### src/rtl/redmule_w_sequencer.sv
// W operand buffer sequencer: takes H streamer rows per column tile, then issues one
// full tile of engine-paced shifts, walking the W matrix in D-wide column tiles.
module redmule_w_sequencer #(
    parameter int unsigned DW     = 288,
    parameter int unsigned BITW   = 16,
    parameter int unsigned H      = 4,
    parameter int unsigned N_REGS = 3,
    parameter int unsigned CNT_W  = 16,
    localparam int unsigned D     = DW / BITW,
    localparam int unsigned WW    = $clog2(D + 1),
    localparam int unsigned HW    = $clog2(H + 1)
) (
    input  logic             clk_i,
    input  logic             rst_ni,
    input  logic             clear_i,
    input  logic             start_i,
    input  logic [CNT_W-1:0] cfg_cols_i,
    input  logic [HW-1:0]    cfg_rows_i,
    input  logic             w_valid_i,
    output logic             w_ready_o,
    input  logic             shift_req_i,
    output logic             load_o,
    output logic             shift_o,
    output logic [WW-1:0]    width_o,
    output logic [HW-1:0]    height_o,
    output logic             tile_ready_o,
    output logic             busy_o,
    output logic             done_o
);

    localparam int unsigned C      = (D + N_REGS) / (N_REGS + 1);
    localparam int unsigned SHIFTS = C * (N_REGS + 1);
    localparam int unsigned RW     = (H > 1) ? $clog2(H) : 1;
    localparam int unsigned SW     = (SHIFTS > 1) ? $clog2(SHIFTS) : 1;

    localparam logic [RW-1:0]    ROW_LAST   = RW'(H - 1);
    localparam logic [SW-1:0]    SHIFT_LAST = SW'(SHIFTS - 1);
    localparam logic [CNT_W-1:0] D_CNT      = CNT_W'(D);
    localparam logic [WW-1:0]    D_WID      = WW'(D);

    typedef enum logic [1:0] {
        ST_IDLE  = 2'd0,
        ST_LOAD  = 2'd1,
        ST_SHIFT = 2'd2,
        ST_DONE  = 2'd3
    } state_e;

    state_e             state_r, state_s;
    logic [RW-1:0]      row_cnt_r, row_cnt_s;
    logic [SW-1:0]      shift_cnt_r, shift_cnt_s;
    logic [CNT_W-1:0]   cols_left_r, cols_left_s;
    logic [WW-1:0]      width_r, width_s;
    logic [HW-1:0]      height_r, height_s;
    logic [CNT_W-1:0]   width_ext_s;
    logic [CNT_W-1:0]   remain_s;
    logic               w_ready_s, tile_ready_s, load_s, shift_s, done_s;

    // Tile width is the remaining column count clipped to one beat of D elements.
    function automatic logic [WW-1:0] tile_width(input logic [CNT_W-1:0] cols);
        logic [WW-1:0] w;
        if (cols >= D_CNT) begin
            w = D_WID;
        end else begin
            w = cols[WW-1:0];
        end
        return w;
    endfunction

    // Next-state, counter updates and per-state strobe decode.
    always_comb begin
        state_s      = state_r;
        row_cnt_s    = row_cnt_r;
        shift_cnt_s  = shift_cnt_r;
        cols_left_s  = cols_left_r;
        width_s      = width_r;
        height_s     = height_r;
        w_ready_s    = 1'b0;
        tile_ready_s = 1'b0;
        load_s       = 1'b0;
        shift_s      = 1'b0;
        done_s       = 1'b0;
        width_ext_s  = CNT_W'(width_r);
        // Only consumed once cols_left_r >= width_r is guaranteed, so it never wraps.
        remain_s     = cols_left_r - width_ext_s;

        case (state_r)
            ST_IDLE: begin
                if (start_i) begin
                    state_s     = ST_LOAD;
                    cols_left_s = cfg_cols_i;
                    height_s    = cfg_rows_i;
                    width_s     = tile_width(cfg_cols_i);
                    row_cnt_s   = '0;
                    shift_cnt_s = '0;
                end else begin
                    state_s = ST_IDLE;
                end
            end
            ST_LOAD: begin
                w_ready_s = 1'b1;
                load_s    = w_valid_i;
                if (w_valid_i) begin
                    if (row_cnt_r == ROW_LAST) begin
                        row_cnt_s = '0;
                        state_s   = ST_SHIFT;
                    end else begin
                        row_cnt_s = row_cnt_r + RW'(1);
                    end
                end else begin
                    row_cnt_s = row_cnt_r;
                end
            end
            ST_SHIFT: begin
                tile_ready_s = 1'b1;
                shift_s      = shift_req_i;
                if (shift_req_i) begin
                    if (shift_cnt_r == SHIFT_LAST) begin
                        shift_cnt_s = '0;
                        cols_left_s = remain_s;
                        if (cols_left_r > width_ext_s) begin
                            width_s = tile_width(remain_s);
                            state_s = ST_LOAD;
                        end else begin
                            state_s = ST_DONE;
                        end
                    end else begin
                        shift_cnt_s = shift_cnt_r + SW'(1);
                    end
                end else begin
                    shift_cnt_s = shift_cnt_r;
                end
            end
            ST_DONE: begin
                done_s  = 1'b1;
                state_s = ST_IDLE;
            end
            default: begin
                state_s = ST_IDLE;
            end
        endcase
    end

    // State and counter registers; clear dominates any in-flight update.
    always_ff @(posedge clk_i or negedge rst_ni) begin
        if (!rst_ni) begin
            state_r     <= ST_IDLE;
            row_cnt_r   <= '0;
            shift_cnt_r <= '0;
            cols_left_r <= '0;
            width_r     <= '0;
            height_r    <= '0;
        end else if (clear_i) begin
            state_r     <= ST_IDLE;
            row_cnt_r   <= '0;
            shift_cnt_r <= '0;
            cols_left_r <= '0;
            width_r     <= '0;
            height_r    <= '0;
        end else begin
            state_r     <= state_s;
            row_cnt_r   <= row_cnt_s;
            shift_cnt_r <= shift_cnt_s;
            cols_left_r <= cols_left_s;
            width_r     <= width_s;
            height_r    <= height_s;
        end
    end

    assign w_ready_o    = w_ready_s;
    assign load_o       = load_s;
    assign shift_o      = shift_s;
    assign tile_ready_o = tile_ready_s;
    assign done_o       = done_s;
    assign busy_o       = (state_r != ST_IDLE);
    assign width_o      = width_r;
    assign height_o     = height_r;

endmodule
### config.mk
export PLATFORM = sky130hd
export DESIGN_NAME = redmule_w_sequencer
export DESIGN_NICKNAME = d
export VERILOG_FILES = /design/src/rtl/redmule_w_sequencer.sv
export SDC_FILE = /design/constraint.sdc
export NUM_CORES = 1
export LEC_CHECK = 0
export ABC_AREA = 0
export CORE_MARGIN = 3
export CORE_UTILIZATION = 54
export DETAILED_ROUTE_END_ITERATION = 10
export GPL_TIMING_DRIVEN = 0
export PLACE_DENSITY = 0.86
export REMOVE_ABC_BUFFERS = 1
export SLEW_MARGIN = 20
export SYNTH_ARGS = -nofsm -noshare
export SYNTH_HDL_FRONTEND = slang
export SYNTH_SLANG_ARGS = --single-unit
### constraint.sdc
create_clock -name clk_i -period 2.75 [get_ports clk_i]
set_input_delay 0.55 -clock clk_i [delete_from_list [all_inputs] [get_ports clk_i]]
set_output_delay 0.55 -clock clk_i [all_outputs]
set_load 0.01 [all_outputs]
* After elaboration in Yosys (flattened, before gate mapping)
Cells that the tools add are included.
** Word-level totals
- Output and inout port bits :: 14
- Word-level logic and storage cells :: 74
- Flip-flop bits (word level) :: 33
** Operators by class
- Mux-type cells :: 39
- Reductions and logical operators :: 12
- Order comparisons :: 3
- Eq/ne operators :: 11
- $add $sub $neg :: 3
** Operators with widths (count)
- two-way mux 16 bit :: 4
- two-way mux 5 bit :: 11
- >= comparator 16 x 5 -> 1 bit, second input constant :: 2
- one-hot mux 16 bit (2 select lines) :: 1
- two-way mux 2 bit :: 10
- one-hot mux 5 bit (2 select lines) :: 2
- != test 3 bit, second input constant :: 6
- > comparator 16 x 5 -> 1 bit :: 1
- subtractor 16 x 5 -> 16 bit :: 1
- two-way mux 3 bit :: 3
- one-hot mux 2 bit (4 select lines) :: 1
- AND reduction 4 bit :: 2
- == test 2 bit, second input constant :: 3
- two-way mux 1 bit :: 6
- AND reduction 3 bit :: 2
- nonzero test 2 bit :: 3
- nonzero test 3 bit :: 2
- adder 5 x 1 -> 5 bit, second input constant :: 1
- == test 5 bit, second input constant :: 1
- AND reduction 5 bit :: 1
- one-hot mux 2 bit (2 select lines) :: 1
- adder 2 x 1 -> 2 bit, second input constant :: 1
- == test 2 x 1 -> 1 bit, second input constant :: 1
- zero test 2 bit :: 1
- AND reduction 2 bit :: 1

* Depth between registers and ports, before layout
- Word-level depth :: 8
- Depth in mapped cells :: 11
- Depth with buffers taken out :: 10

* Least setup slack after synthesis
No wires, ideal clock.
- Path kind :: register to register
- From :: register width_r[0], in the netlist width_o[0]
- To :: register width_r[2], in the netlist width_o[2]
- Buffers on the path :: 1
- Cell stages (with the launch flop) :: 11
- Setup time :: 110 ps
- Arrival time :: 2404 ps
- Setup slack :: 235 ps
- Cell sequence :: dfrtp_1 ha_1 inv_1 fa_1 a211oi_1 o21ba_2 buf_2 nand3_1 xor2_1 nand4_1 o41ai_1
** On the way
- Cells in the longest elaborated chain, start to end :: 8
- Elaborated cells between the ends (all ways) :: 11
- Those cells by class :: add/sub: 1; order compare: 2; eq/ne: 1; mux: 6; reduce/logical: 1
** Ends and longest elaborated chain
- from (decl) :: RTL line 52 : logic [WW-1:0] width_r, width_s;
- from (signal assigned) :: RTL line 164 : width_r <= width_s;
- subtractor 16 x 5 -> 16 bit :: RTL line 84 : remain_s = cols_left_r - width_ext_s;
- >= comparator 16 x 5 -> 1 bit :: RTL line 61 : if (cols >= D_CNT) begin
- two-way mux 5 bit :: RTL line 61
- two-way mux 5 bit :: RTL line 120 : if (cols_left_r > width_ext_s) begin
- two-way mux 5 bit :: RTL line 117 : if (shift_cnt_r == SHIFT_LAST) begin
- two-way mux 5 bit :: RTL line 116 : if (shift_req_i) begin
- one-hot mux 5 bit (2 select lines) :: RTL line 86 : case (state_r)
- two-way mux 5 bit :: RTL line 152 : end else if (clear_i) begin
Several ways; a longest one is shown, not always the timed one. The select of a mux whose other input is x is not followed.
A chain may end at the register's enable or synchronous reset.

* Final worst setup path
- From :: register cols_left_r[0]
- To :: register width_r[3], in the netlist width_o[3]
** On the way
- Cells in the longest elaborated chain, start to end :: 8
- Elaborated cells between the ends (all ways) :: 11
- Those cells by class :: add/sub: 1; order compare: 2; eq/ne: 1; mux: 6; reduce/logical: 1
** Ends and longest elaborated chain
- from (decl) :: RTL line 51 : logic [CNT_W-1:0] cols_left_r, cols_left_s;
- from (signal assigned) :: RTL line 163 : cols_left_r <= cols_left_s;
- subtractor 16 x 5 -> 16 bit :: RTL line 84
- >= comparator 16 x 5 -> 1 bit :: RTL line 61
- two-way mux 5 bit :: RTL line 61
- two-way mux 5 bit :: RTL line 120
- two-way mux 5 bit :: RTL line 117
- two-way mux 5 bit :: RTL line 116
- one-hot mux 5 bit (2 select lines) :: RTL line 86
- two-way mux 5 bit :: RTL line 152
Several ways; a longest one is shown, not always the timed one. The select of a mux whose other input is x is not followed.

==> results.yml <==
power_and_ir_drop:
  cellPowerDensity_nw_per_um2: 575
  p_total_mw: 1.71
  vdd_drop_max_uv: 319
  leakage_nw: 1.25
cts:
  cts_num_sinks: 33
  root_buffer: "clkbuf_8"
  clk_latency_ns: 0.28
  cts_buffer_depth: 2
  h-tree-depth: 2
  cts_tree: "yes"
  clkTransAtPathRegs_ns: 0.08
  numCtsBuffers: 5
worst_setup_path:
  cp.buffers_inverters: 2
  endpoint_kind: "flip-flop"
  startpoint_type: "flip-flop"
  crit_fanout: 8
  worstPathArrival_ns: 2.85
  critPathKind: "flip-flop to flip-flop"
  cpMostUsedCell: "inv_1"
  crit_path_max_incr_delay_ns: 0.37
  worstPathRequired_ns: 2.94
  cpLargestDelayFamily: "compound AO/OA/AOI/OAI gates"
  path_cells: "inv_1, ha_1, inv_1, fa_2, a211oi_4, o21ba_4, nand3_1, xor2_1, nand4_1, o31ai_1"
  cp_slowest_cell: "fa_2"
run_status:
  status: "complete, no violations"
synthesis:
  synth_top_area_share_pct: 34.7
  synth_area_per_cell_um2: 8.53
  synth-edff-count: 0
  synth_common_cells: "dfrtp_1 (33), o21ai_0 (29), nand2_1 (26), nor2_1 (26), inv_1 (15)"
  yosys-top-cells-area: "dfrtp_1 (35%), o21ai_0 (6.1%), nand2_1 (4.1%)"
  synth_area_leader_cell: "dfrtp_1"
  syn_area_um2: 2380
  synth_seq_area_share_pct: 34.7
  yosysUniqueCellTypes: 65
  yosysWarningCount: 0
  synthFlopType: "dfrtp_1"
  yosys_register_bits: 33
  postSynthCellCount: 279
  synth.most_common_cell: "dfrtp_1"
  async_flop_share_pct: 100
routing:
  postRouteAntennaNets: 0
  dr.first_iter.drc_count: 231
  route.detailed.drc: 0
  vias: 2374
  via_per_inst: 6.45
  drt_pass1_iterations: 5
  wl_per_cell_um: 18.0
  detail_route.wirelength_mm: 6.61
sta:
  tns_ns: 0
  fin_skew_ns: 0.00880
  fmax_mhz: 376
  setup_viol: 0
  setup_ws_ns: 0.0910
  hold_violations: 0
  timing.final.crit_share_pct: 96.7
  slew_violations: 0
  slew_headroom_pct: 58.5
  tightestPinTransition_ns: 0.617
  timing.final.crit_period_ns: 2.66
finish:
  antenna_cells: 0
  nNetsFinal: 350
  fill_cells: 311
  drive_above_1_share_pct: 11.3
  stdcell_count: 368
  syn_to_final_growth_pct: 24.7
global_route:
  grt_max_degree: 29
  grt_first_pass_wirelength_mm: 10.8
  first_global_vias: 2287
  grtUsageTotal_pct: 25.7
  grt.overflow.total: 0
  antenna_found_initial: 0
run:
  drv_cap: 0
placement:
  dp_hpwl_mm: 4.64
  portBuffers: 38
  pre_cts_slack_ns: -0.718
  dp_cells: 358
  gp_congestion: 0.964
die:
  die_area_um2: 5240
  fp.dieH_um: 72.4
  boundaryPins: 39
  die_width_um: 72.4
  initial_core_util_pct: 57.8
  coreArea_um2: 4120
  num_rows: 23
worst_hold_path:
  hp-class: "primary input to async pin"
cell families (layout without fill, tap and decap cells):
| family | after synthesis | in the layout | share of synthesized area [%] |
|---|---|---|---|
| AO/OA/AOI/OAI | 85 | 85 | 24.5 |
| XOR/XNOR | 10 | 10 | 3.68 |
| adder cells (fa/ha/maj) | 8 | 8 | 4.52 |
| buffers and inverters | 27 | 66 | 4.73 |
| flip-flops | 33 | 33 | 34.7 |
| multiplexers | 8 | 8 | 3.37 |
| AND/OR/NAND/NOR | 108 | 108 | 24.5 |
layer usage:
| layer | up-vias | track usage [%] | routed length [µm] | share of wire (%) |
|---|---|---|---|---|
| met4 | 0 | 9.63 | 146 | 2.2 |
| met2 | 111 | 39.8 | 3130 | 47 |
| li1 | 1102 | - | - | - |
| met5 | - | 0 | 0 | 0 |
| met1 | 1146 | 35.4 | 2910 | 44 |
| met3 | 15 | 5.12 | 427 | 6.5 |
worst paths after layout:
path / start / end / slack, ns / depth (start not counted)
worst max-delay path: cols_left_r[0] / width_o[3] / 0.09 / 10
worst min-delay path: rst_ni / width_o[1] / 0.19 / 1
worst max register to register: cols_left_r[0] / width_o[3] / 0.09 / 10
worst min register to register: cols_left_r[2] / cols_left_r[2] / 0.51 / 2
max in group asynchronous: rst_ni / cols_left_r[11] / 2.12 / 2
min in group clk_i: cols_left_r[2] / cols_left_r[2] / 0.51 / 2
final cells by class:
| type | count | area (µm²) | area share (%) |
|---|---|---|---|
| Multi-Input combinational cell | 219 | 1500 | 50.7 |
| Sequential cell | 33 | 826 | 27.8 |
| Timing Repair Buffer | 42 | 425 | 14.3 |
| Clock buffer | 5 | 68.8 | 2.32 |
| Inverter | 16 | 62.6 | 2.11 |
| Tap cell | 50 | 62.6 | 2.11 |
| Clock inverter | 3 | 17.5 | 0.590 |
layout by cell type, fill, tap and decap left out, drive strengths merged, types with 4 or more instances in the layout:
| master | count |
|---|---|
| a211oi | 5 |
| a21oi | 13 |
| a22o | 4 |
| and3 | 5 |
| buf | 5 |
| clkbuf | 5 |
| clkdlybuf4s50 | 37 |
| dfrtp | 33 |
| ha | 7 |
| inv | 16 |
| mux2i | 8 |
| nand2 | 26 |
| nand2b | 5 |
| nand3 | 10 |
| nand4 | 4 |
| nor2 | 27 |
| nor2b | 4 |
| nor3 | 8 |
| o21ai | 30 |
| o31ai | 4 |
| xnor2 | 5 |
| xor2 | 5 |
where the power goes:
part	internal, mW	switching (mW)	total (mW)
Clock	0.175	0.191	0.366
Sequential	0.536	0.0668	0.603
Combinational	0.311	0.427	0.738
sequential cells by signal, indices dropped and copies added (netlist names):
name,cells
cols_left_r,16
height_o,3
row_cnt_r,2
shift_cnt_r,5
state_r,2
width_o,5
stage by stage:
step | cell area, µm² | hold slack (ns) | util [%]
6_report | 2970 | 0.185 | 72.1
5_1_grt | 2970 | 0.207 | 72.1
4_1_cts | 2920 | 0.190 | 71.1
3_5_place_dp | 2810 | 0.489 | 68.2
3_3_place_gp | 2770 | 0.481 | 67.3
2_1_floorplan | 2330 | 0.254 | -
timing repair:
action / CTS / global route
pin swaps: 0 / 5
setup buffers: 0 / 2
gates resized for setup: 7 / 6
setup endpoints to repair: 24 / 5
hold buffers: 0 / 0
cloned: 0 / 0
Note: power is estimated with default switching activity, not from simulation.
